## src/rtl/div_unit.sv

```systemverilog
// div_unit: sequential restoring divider (DIV/DIVU) producing quotient in Lo and remainder in Hi; optional abort via DIV_ABORT_EN
module div_unit #(
    parameter int WIDTH = 32,
    parameter int CNT_W = 6
) (
    input  logic             clk,
    input  logic             rst_n,
`ifdef DIV_ABORT_EN
    input  logic             abort,
`endif
    input  logic             start,
    input  logic             Sign,
    input  logic [WIDTH-1:0] A,
    input  logic [WIDTH-1:0] B,
    output logic             Busy,
    output logic             Done,
    output logic [WIDTH-1:0] Lo,
    output logic [WIDTH-1:0] Hi,
    output logic             DivZero
);
    localparam logic [1:0] IDLE    = 2'd0;
    localparam logic [1:0] RUN     = 2'd1;
    localparam logic [1:0] FIX     = 2'd2;
    localparam logic [1:0] DONE_ST = 2'd3;
    logic [1:0]       state;
    logic [CNT_W-1:0] cnt;
    logic [WIDTH-1:0] rem, quo, dvs, a_raw, a_mag, b_mag, rem_sub;
    logic [WIDTH:0]   rem_sh;
    logic             neg_q, neg_r, zero, ge, accept, kill;
    // operand magnitudes, one restoring step, and handshake decode
    always_comb begin
        a_mag   = (Sign && A[WIDTH-1]) ? -A : A;
        b_mag   = (Sign && B[WIDTH-1]) ? -B : B;
        rem_sh  = {rem, quo[WIDTH-1]};
        ge      = rem_sh >= {1'b0, dvs};
        rem_sub = rem_sh[WIDTH-1:0] - dvs;
        accept  = start && (state == IDLE || state == DONE_ST);
        Busy    = state == RUN || state == FIX;
        Done    = state == DONE_ST;
`ifdef DIV_ABORT_EN
        kill    = abort && Busy;
`else
        kill    = 1'b0;
`endif
    end
    // control FSM, iteration datapath and result registers
    always_ff @(posedge clk) begin
        if (!rst_n) begin
            state   <= IDLE;
            cnt     <= '0;
            rem     <= '0;
            quo     <= '0;
            dvs     <= '0;
            a_raw   <= '0;
            neg_q   <= 1'b0;
            neg_r   <= 1'b0;
            zero    <= 1'b0;
            Lo      <= '0;
            Hi      <= '0;
            DivZero <= 1'b0;
        end else if (kill) begin
            state <= IDLE;
        end else if (accept) begin
            cnt   <= '0;
            rem   <= '0;
            quo   <= a_mag;
            dvs   <= b_mag;
            a_raw <= A;
            neg_q <= Sign && (A[WIDTH-1] ^ B[WIDTH-1]);
            neg_r <= Sign && A[WIDTH-1];
            zero  <= B == '0;
            state <= (B == '0) ? FIX : RUN;
        end else if (state == RUN) begin
            rem   <= ge ? rem_sub : rem_sh[WIDTH-1:0];
            quo   <= {quo[WIDTH-2:0], ge};
            cnt   <= cnt + 1'b1;
            state <= (cnt == CNT_W'(WIDTH - 1)) ? FIX : RUN;
        end else if (state == FIX) begin
            Lo      <= zero ? '0 : (neg_q ? -quo : quo);
            Hi      <= zero ? a_raw : (neg_r ? -rem : rem);
            DivZero <= zero;
            state   <= DONE_ST;
        end else if (state == DONE_ST) begin
            state <= IDLE;
        end
    end
endmodule
```

## config.mk

```make
export PLATFORM = sky130hd
export DESIGN_NAME = div_unit
export DESIGN_NICKNAME = d
export VERILOG_FILES = /design/src/rtl/div_unit.sv
export SDC_FILE = /design/constraint.sdc
export NUM_CORES = 1
export LEC_CHECK = 0
export CELL_PAD_IN_SITES_DETAIL_PLACEMENT = 0
export CELL_PAD_IN_SITES_GLOBAL_PLACEMENT = 1
export CORE_UTILIZATION = 30
export CTS_BUF_LIST = sky130_fd_sc_hd__clkbuf_16
export CTS_CLUSTER_DIAMETER = 120
export CTS_CLUSTER_SIZE = 16
export DETAILED_ROUTE_END_ITERATION = 12
export DONT_BUFFER_PORTS = 1
export PLACE_DENSITY_LB_ADDON = 0.3
export SLEW_MARGIN = 20
export SYNTH_ARGS = -nofsm -noshare
export SYNTH_HDL_FRONTEND = slang
export SYNTH_SLANG_ARGS = --single-unit
export TNS_END_PERCENT = 1
```

## constraint.sdc

```tcl
create_clock -name clk -period 3.8 [get_ports clk]
set_input_delay 0 -clock clk [delete_from_list [all_inputs] [get_ports clk]]
set_output_delay 0 -clock clk [all_outputs]
set_load 0.01 [all_outputs]
```

==> qor.yml <==
clocking:
  root_buffer: "clkbuf_16"
  clkLatencyLatePin_ns: 0.51
  clock-sinks: 204
  htree_levels: 1
  cts_tree: "built"
  cts_buffer_depth: 3
  postCtsSetupRepairBufs: 0
  clk_pin_slew_worst_paths_ns: 0.08
  numCtsBuffers: 16
synth:
  postSynthAreaPerCell_um2: 7.95
  yosysSeqAreaShare: 0.320
  yosys_most_used_dff: "dfxtp_1"
  netlist_area_mm2: 0.0127
  synth_edf_count: 0
  synth_fp_nets: 1712
  ys_seq_elements: 204
  yosysWarnings: 0
  synth_cell_types: 67
  syn_inst: 1603
  ys_async_sr_fraction: 0
finish:
  drive_gt1_frac: 0.0406
  final_nets: 1734
  layout_common_cells: "210 x nand2_1, 203 x dfxtp_1, 123 x a21oi_1, 121 x o21ai_0, 94 x xor2_1"
  fillers: 4395
  area.growth.synth_to_final_pct: 14.6
  finalNonFillerCells: 2165
  fin_area_mm2: 0.0146
  final_common_cell: "nand2_1"
routing:
  dr_total_vias: 11400
  drtIter0Drc: 642
  ant_nets: 0
  drcViolationCount: 0
  wl_mm: 41.2
  drt_pass1_iterations: 5
  wire_per_inst_um: 19.0
  viasPerCell: 5.25
place:
  place_congestion: 0.847
  hpwlAfterDp_mm: 29.4
  dp_cells: 2054
  io_buffers: 0
  placed_area_mm2: 0.0132
critical_path:
  rr_startpoint: "rem[0]$_SDFFE_PP0P_"
  rr_endpoint: "Hi[26]$_SDFFE_PN0P_"
  critPathMaxFanout: 5
  crit_path_end: "quo[31]$_SDFFE_PN0P_"
  crit_type: "input pin to flop"
  start_kind: "input pin"
  cp.required_ns: 4.25
  startpoint: "A[0]"
  worst_r2r_path_depth: 10
  critPathArrivalTime_ns: 3.93
  cp-end-kind: "flop"
  r2r_slack_ns: 0.59
sta:
  min_period_over_period: 0.914
  tns_ns: 0
  hold_violations: 7
  max_freq_ghz: 0.288
  tightest_slew_ns: 1.02
  setup-violations-final: 0
  hold_ws_ns: -0.00692
  slew_viol_final: 0
  rsz0062_at_grt: "false"
  max-slew-margin-rel: 0.320
  fin_skew_ns: 0.0136
  period_minus_slack_ns: 3.47
floorplan:
  dieHeight_um: 208
  io_pins: 135
  coreArea_mm2: 0.0419
  start_util: 0.304
  dieArea_mm2: 0.0433
  fp-row-count: 75
  fp.dieW_um: 208
global_routing:
  grt_overflow_total: 0
  grt_pass1_vias: 10800
  antenna_found_initial: 3
  track_usage: 0.187
  grt_max_degree: 161
  grt_first_pass_wirelength_mm: 64.1
power:
  peakVddDrop_mv: 0.299
  cellLeakagePower_uw: 0.00577
  powerDensity_mw_per_mm2: 619
  power_uw: 9040
outcome:
  violations: "negative hold slack"
  status: "finished, violations left"
run:
  max-cap-violations: 0
worst_hold_path:
  hold_class: "input pin to flop"
==> power breakdown <==
| group | total (uW) | switching [uW] | internal (uW) |
|---|---|---|---|
| registers | 2910 | 424 | 2490 |
| logic | 4450 | 2660 | 1790 |
| clock network | 1680 | 813 | 863 |
| total | 9040 | 3900 | 5140 |
==> sequential cells by signal, indices dropped and copies added (netlist names) <==
register	flops
Hi	32
Lo	32
a_raw	32
dvs	32
quo	32
rem	32
cnt	6
state	2
DivZero	1
neg_q	1
neg_r	1
zero	1
==> layer usage <==
layer	global-route usage	part of all wire	up-vias
met4	0.0467	0.022	0
met2	0.312	0.47	220
met5	0	0	-
met1	0.250	0.47	5377
met3	0.0287	0.043	44
li1	-	-	5731
==> area by class of cell <==
type / instances / area [um^2] / share of cell area
diodes: 1 / 2.50 / 0.000171
inverters: 52 / 195 / 0.0134
clock buffers: 17 / 425 / 0.0291
flip-flops and latches: 204 / 4090 / 0.280
clock inverters: 1 / 30.0 / 0.00206
multi-input cells: 1241 / 8090 / 0.554
repair buffers: 110 / 1100 / 0.0752
well taps: 539 / 674 / 0.0462
==> critical path, cell delays in order <==
cell and delay (ns):
dlygate4sd3_1 0.63, or4_1 0.60, nor4_2 0.30, nand3b_1 0.26, nor3_2 0.35, nand2_1 0.22, o21ai_0 0.22, nand3_1 0.09
dlygate4sd3_1 0.56, a21oi_1 0.13, dlygate4sd3_1 0.55
==> cell families after synthesis <==
logic type,synth area share
AO/OA/AOI/OAI,0.245
AND/OR/NAND/NOR,0.201
adder cells (fa/ha/maj),0.0408
multiplexers,0.0519
buffers and inverters,0.0480
flip-flops,0.320
XOR/XNOR,0.0928
==> Yosys cell counts (all sizes together), types with 5 or more instances <==
| library cell | count | share of area |
|---|---|---|
| nand3 | 31 | 0.012 |
| and3 | 11 | 0.0054 |
| a31o | 5 | 0.0034 |
| a21boi | 39 | 0.023 |
| buf | 12 | 0.0037 |
| nand4 | 6 | 0.0029 |
| or4 | 21 | 0.013 |
| o211a | 50 | 0.039 |
| xor2 | 94 | 0.065 |
| o21ai | 122 | 0.048 |
| o31ai | 34 | 0.020 |
| xnor2 | 41 | 0.028 |
| a21o | 10 | 0.0059 |
| or3 | 16 | 0.0086 |
| o21bai | 7 | 0.0041 |
| inv | 51 | 0.015 |
| clkbuf | 93 | 0.028 |
| nand2 | 211 | 0.062 |
| a211oi | 8 | 0.0047 |
| o21a | 9 | 0.0053 |
| nor2b | 58 | 0.028 |
| nand2b | 12 | 0.0059 |
| ha | 40 | 0.039 |
| o41ai | 20 | 0.014 |
| and2 | 9 | 0.0044 |
| o211ai | 6 | 0.0035 |
| or2 | 5 | 0.0025 |
| nor3 | 34 | 0.013 |
| mux2i | 65 | 0.051 |
| nor4 | 14 | 0.0074 |
| a21oi | 123 | 0.048 |
| o311a | 7 | 0.0055 |
| nor2 | 88 | 0.026 |
| dfxtp | 204 | 0.32 |
==> per-stage QoR <==
step            util  setup slack [ns]  hold WS (ns)
2_1_floorplan      -             0.749         0.131
3_3_place_gp   0.314             0.605         0.137
3_5_place_dp   0.314             0.596         0.148
4_1_cts        0.347            0.0130       0.00173
5_1_grt        0.348            0.0878        0.0271
6_report       0.348             0.327      -0.00692
==> worst min-delay path by stage <==
stage / startpoint / to / cells after the start
after floorplan: A[0] / quo[0]$_SDFFE_PN0P_ / 2
after global placement: rst_n / Lo[0]$_SDFFE_PN0P_ / 1
after detailed placement: rst_n / Lo[13]$_SDFFE_PN0P_ / 1
after CTS: A[7] / quo[9]$_SDFFE_PN0P_ / 4
after global routing: rst_n / quo[10]$_SDFFE_PN0P_ / 2
final: rst_n / quo[13]$_SDFFE_PN0P_ / 2
==> repair_timing <==
action	CTS	global route
endpoints found under the setup margin	0	2
gates resized for setup	0	3
hold buffers	91	1
endpoints found under the hold margin	166	1
Note: power is estimated with default switching activity, not from simulation.
